## src/rtl/reg_file_pkg.sv

```systemverilog
// Shared constants and enums for the register-file sequencer.
// Covers the command opcodes and the sequencer FSM states.
package reg_file_pkg;

  localparam int RF_ADDR_W = 5;
  localparam int RF_DATA_W = 32;
  localparam int RF_DEPTH  = 32;

  localparam logic [RF_ADDR_W-1:0] LAST_IDX = RF_ADDR_W'(RF_DEPTH - 1);

  typedef enum logic [1:0] {
    OP_CLEAR = 2'd0,
    OP_FILL  = 2'd1,
    OP_DUMP  = 2'd2,
    OP_RSVD  = 2'd3
  } cmd_op_e;

  typedef enum logic [1:0] {
    IDLE     = 2'd0,
    WRITE    = 2'd1,
    DUMP_RD  = 2'd2,
    DUMP_OUT = 2'd3
  } state_e;

endpackage

```

## src/rtl/reg_file_seq.sv

```systemverilog
// Command-driven sequencer that clears, fills or dumps a 32x32 register file.
// Handshakes: a transfer happens on a rising edge where valid && ready are both 1.
module reg_file_seq
  import reg_file_pkg::*;
(
  input  logic        clk,
  input  logic        rst_n,
  input  logic        cmd_valid,
  output logic        cmd_ready,
  input  logic [1:0]  cmd_op,
  input  logic [31:0] cmd_data,
  output logic        dump_valid,
  input  logic        dump_ready,
  output logic [4:0]  dump_idx,
  output logic [31:0] dump_data,
  output logic        dump_last,
  output logic        busy,
  output logic        done,
  output logic        rf_wr_en,
  output logic [4:0]  rf_wr_reg,
  output logic [31:0] rf_wr_data,
  output logic [4:0]  rf_rd_reg_1,
  output logic [4:0]  rf_rd_reg_2,
  input  logic [31:0] rf_rd_data_1,
  input  logic [31:0] rf_rd_data_2,
  output logic [1:0]  dbg_state
);

  state_e                 state, state_d;
  logic [RF_ADDR_W-1:0]   idx, idx_d;
  logic [RF_DATA_W-1:0]   fill, fill_d;
  logic                   dump_valid_d, dump_last_d, done_d;
  logic [RF_ADDR_W-1:0]   dump_idx_d;
  logic [RF_DATA_W-1:0]   dump_data_d;
  logic                   unused_rd_2;

  assign unused_rd_2 = ^rf_rd_data_2;

  always_ff @(posedge clk or negedge rst_n) begin
    if (!rst_n) begin
      state      <= IDLE;
      idx        <= '0;
      fill       <= '0;
      dump_valid <= 1'b0;
      dump_idx   <= '0;
      dump_data  <= '0;
      dump_last  <= 1'b0;
      done       <= 1'b0;
    end else begin
      state      <= state_d;
      idx        <= idx_d;
      fill       <= fill_d;
      dump_valid <= dump_valid_d;
      dump_idx   <= dump_idx_d;
      dump_data  <= dump_data_d;
      dump_last  <= dump_last_d;
      done       <= done_d;
    end
  end

  always_comb begin
    state_d      = state;
    idx_d        = idx;
    fill_d       = fill;
    dump_valid_d = dump_valid;
    dump_idx_d   = dump_idx;
    dump_data_d  = dump_data;
    dump_last_d  = dump_last;
    done_d       = 1'b0;
    case (state)
      IDLE: begin
        if (cmd_valid) begin
          case (cmd_op)
            OP_CLEAR: begin
              fill_d  = '0;
              idx_d   = 5'd1;
              state_d = WRITE;
            end
            OP_FILL: begin
              fill_d  = cmd_data;
              idx_d   = 5'd1;
              state_d = WRITE;
            end
            OP_DUMP: begin
              idx_d   = '0;
              state_d = DUMP_RD;
            end
            default: done_d = 1'b1;
          endcase
        end
      end
      WRITE: begin
        // Terminal test before increment so idx never wraps back to x0.
        if (idx == LAST_IDX) begin
          state_d = IDLE;
          done_d  = 1'b1;
        end else begin
          idx_d = idx + 5'd1;
        end
      end
      DUMP_RD: begin
        dump_data_d  = rf_rd_data_1;
        dump_idx_d   = idx;
        dump_last_d  = (idx == LAST_IDX);
        dump_valid_d = 1'b1;
        state_d      = DUMP_OUT;
      end
      DUMP_OUT: begin
        if (dump_ready) begin
          dump_valid_d = 1'b0;
          if (idx == LAST_IDX) begin
            state_d = IDLE;
            done_d  = 1'b1;
          end else begin
            idx_d   = idx + 5'd1;
            state_d = DUMP_RD;
          end
        end
      end
      default: state_d = IDLE;
    endcase
  end

  // Decoded from state so an asynchronous reset kills writes immediately.
  assign cmd_ready   = (state == IDLE);
  assign busy        = (state != IDLE);
  assign rf_wr_en    = (state == WRITE);
  assign rf_wr_reg   = (state == WRITE) ? idx : '0;
  assign rf_wr_data  = (state == WRITE) ? fill : '0;
  assign rf_rd_reg_1 = (state == DUMP_RD) ? idx : '0;
  assign rf_rd_reg_2 = '0;
  assign dbg_state   = state;

endmodule

```

## config.mk

```make
export PLATFORM = sky130hd
export DESIGN_NAME = reg_file_seq
export DESIGN_NICKNAME = d
export VERILOG_FILES = /design/src/rtl/reg_file_pkg.sv /design/src/rtl/reg_file_seq.sv
export SDC_FILE = /design/constraint.sdc
export NUM_CORES = 1
export LEC_CHECK = 0
export ABC_AREA = 1
export CAP_MARGIN = 20
export CORE_ASPECT_RATIO = 1.2
export CORE_MARGIN = 2
export CORE_UTILIZATION = 39
export DETAILED_ROUTE_END_ITERATION = 8
export HOLD_SLACK_MARGIN = 0.06
export PLACE_DENSITY = 0.9
export SLEW_MARGIN = 20
export SYNTH_ARGS = -nofsm -noshare
export SYNTH_HDL_FRONTEND = slang
export SYNTH_SLANG_ARGS = --single-unit
```

## constraint.sdc

```tcl
create_clock -name clk -period 1.9 [get_ports clk]
set_input_delay 0.285 -clock clk [delete_from_list [all_inputs] [get_ports clk]]
set_output_delay 0.285 -clock clk [all_outputs]
set_load 0.05 [all_outputs]
```

==> impl_metrics.tcl <==
set metrics [dict create \
    coreArea_um2 8610 \
    worstPathArrival_ns 1.57 \
    drt_iter0_drc 97 \
    area_growth_pct 67.0 \
    die_area_um2 9700 \
    async_flop_share 1.00 \
    finalNetCount 620 \
    grt_pass1_vias 3092 \
    multi_input_area_um2 1430 \
    diodes 0 \
    critPathMaxFanout 13 \
    p_sw_frac 0.466 \
    power_leakage_uw 0.00250 \
    rsz0062_at_grt "true" \
    first_pass_iters 4 \
    synth_warnings 0 \
    synth_top_area_cell "dfrtp_1" \
    initial_utilization 0.404 \
    status "completed" \
    drc 0 \
    crit_type "flop to output pin" \
    final_util 0.675 \
    avgSynthCellArea_um2 9.92 \
    grt_pass1_wl_um 14800 \
    finalSetupViolCount 0 \
    hpwl_um 7070 \
    drive_gt1_frac 0.303 \
    hold_slack_ns 0.441 \
    start_kind "flop" \
    synth-seq-cells 79 \
    fin_crit_sh 0.975 \
    io_pins 194 \
    max_clock_freq_ghz 0.540 \
    r2r_slack_ns 0.18 \
    peakVddDrop_mv 1.09 \
    cp-end-kind "output pin" \
    routed_wirelength_um 9650 \
    ff_latch_area_um2 1980 \
    synth_top_area_share 0.568 \
    synth_edf_count 0 \
    synth_commonest_cells "dfrtp_1 (79), nand2_1 (64), inv_1 (46)" \
    place.gp.congestion 0.839 \
    cts.path.max_buffers 2 \
    fillers 622 \
    rows 37 \
    switchingPower_uw 4800 \
    grt_overflow 0 \
    hold_violations 0 \
    tightest_slew_ns 0.553 \
    antenna_found_initial 0 \
    powerDensity_nw_per_um2 1780 \
    dieWidth_um 90.2 \
    port_buffers 156 \
    yosysMostFrequentCell "dfrtp_1" \
    wl_per_cell_um 15.1 \
    maxCapViolCount 0 \
    htreeDepth 3 \
    required_ns 1.62 \
    track_usage 0.194 \
    grt_max_degree 43 \
    num_vias 2941 \
    period_needed_ns 1.85 \
    synth_seq_area_share 0.568 \
    slew_headroom 0.630 \
    clock-sinks 79 \
    synthesis.area_um2 3480 \
    reg2reg_depth 4 \
    ys_types 27 \
    combPwrFrac 0.583 \
    cts_buffers 9 \
    fin_skew_ns 0.0137 \
    synth_ff_type "dfrtp_1" \
    clockPowerShare 0.144 \
    r2r-start "dbg_state[0]" \
    clk_latency_ns 0.35 \
    dieHeight_um 107 \
    cts_root_buf "clkbuf_8" \
    r2r_end "dump_data[31]" \
    avgViaCountPerCell 4.61 \
    p_int_uw 5520 \
    clk_pin_slew_ns 0.08 \
    pwr-share-seq 0.274 \
    maxSlewViolCount 0 \
    synthTopCellsByArea "dfrtp_1 (57%), mux2_2 (9.4%), nand2_1 (6.9%)" \
    ant_nets 0 \
    cts_tree "done" \
    syn_inst 351 \
    hold_class "input pin to async pin" \
]
registers in the layout (all words and copies together) (netlist names):
name,flops
dump_valid,1
fill,32
dbg_state,2
idx,5
dump_idx,5
dump_data,32
dump_last,1
done,1
worst max path at each step:
| stage | startpoint | to | slack [ns] | cells after the start |
|---|---|---|---|---|
| after global placement | dbg_state[0] | dump_data[9] | 0.28 | 4 |
| after floorplan | dbg_state[1] | rf_rd_reg_1[0] | -0.18 | 4 |
| after detailed placement | cmd_op[1] | idx[1] | 0.22 | 7 |
| final | dbg_state[0] | rf_wr_data[11] | 0.05 | 6 |
| after CTS | dbg_state[0] | rf_wr_data[26] | 0.01 | 6 |
| after global routing | dbg_state[0] | rf_wr_reg[3] | -0.03 | 6 |
per-stage QoR:
stage               setup WS [ns]  area [µm²]  setup TNS, ns  power [µW]  std cells
finish                     0.0473        5810              0       10300        638
global route              -0.0265        5810         -0.177       10800        638
CTS                        0.0116        5680              0       10300        637
detailed placement          0.220        5410              0        8740        618
global placement            0.280        5410              0        8520        618
floorplan                  -0.184        3770          -6.64        6910        355
power by group through the flow:
stage | clock network (µW) | registers [µW] | logic, µW
floorplan | 0 | 4230 | 2680
global placement | 0 | 2780 | 5740
detailed placement | 0 | 2850 | 5890
CTS | 1510 | 2820 | 5940
global route | 1590 | 2910 | 6320
finish | 1490 | 2820 | 6010
cells by family after synthesis:
logic type / synth area share
compound gates: 0.0712
fa+ha+maj: 0.00719
buf+inv: 0.101
flops: 0.568
mux: 0.107
other cells: 0.00108
simple gates: 0.145
cell usage in the layout (no fill, tap or decap), types with 2 or more instances in the layout:
cell	count
dfrtp_1	78
nor2_2	12
ha_1	2
buf_6	27
buf_4	19
mux2_2	29
nor2_1	3
clkinvlp_4	2
mux2_4	3
a21oi_1	2
buf_8	3
clkbuf_8	9
buf_12	13
nand3_1	3
nand2_1	64
bufinv_16	3
nor2_4	31
conb_1	5
o21ai_1	20
clkbuf_1	2
inv_1	45
clkdlybuf4s50_1	108
o21ai_0	26
routing by layer:
layer,GRT usage,routed length (µm),vias to the layer above,share of wire
met5,0,0,-,0
met2,0.361,5500,81,0.57
li1,-,-,1418,-
met3,0.0420,398,16,0.041
met4,0.0879,191,0,0.020
met1,0.210,3560,1426,0.37
what timing repair did:
| item | 4_1_cts | 5_1_grt |
|---|---|---|
| pin swaps | 1 | 0 |
| hold buffers | 1 | 0 |
| endpoints found under the setup margin | 39 | 37 |
| buffers inserted | 2 | 1 |
| hold endpoints to repair | 37 | 0 |
| gates resized for setup | 2 | 35 |
cell type report:
cell class,count,share of cell area
sequential,79,0.340
timing repair buffer,171,0.317
multi-input combinational,208,0.245
inverter,47,0.0314
tap,117,0.0252
clock buffer,11,0.0226
clock inverter,5,0.0183
worst max-delay path, cell delays in order (launching register included):
cell and delay (ns):
dfrtp_2 0.39, clkinvlp_4 0.14, nor2_4 0.13, inv_4 0.09, buf_12 0.18, nor2_4 0.11, buf_6 0.16
No activity file was read; power rests on OpenSTA's default activity.
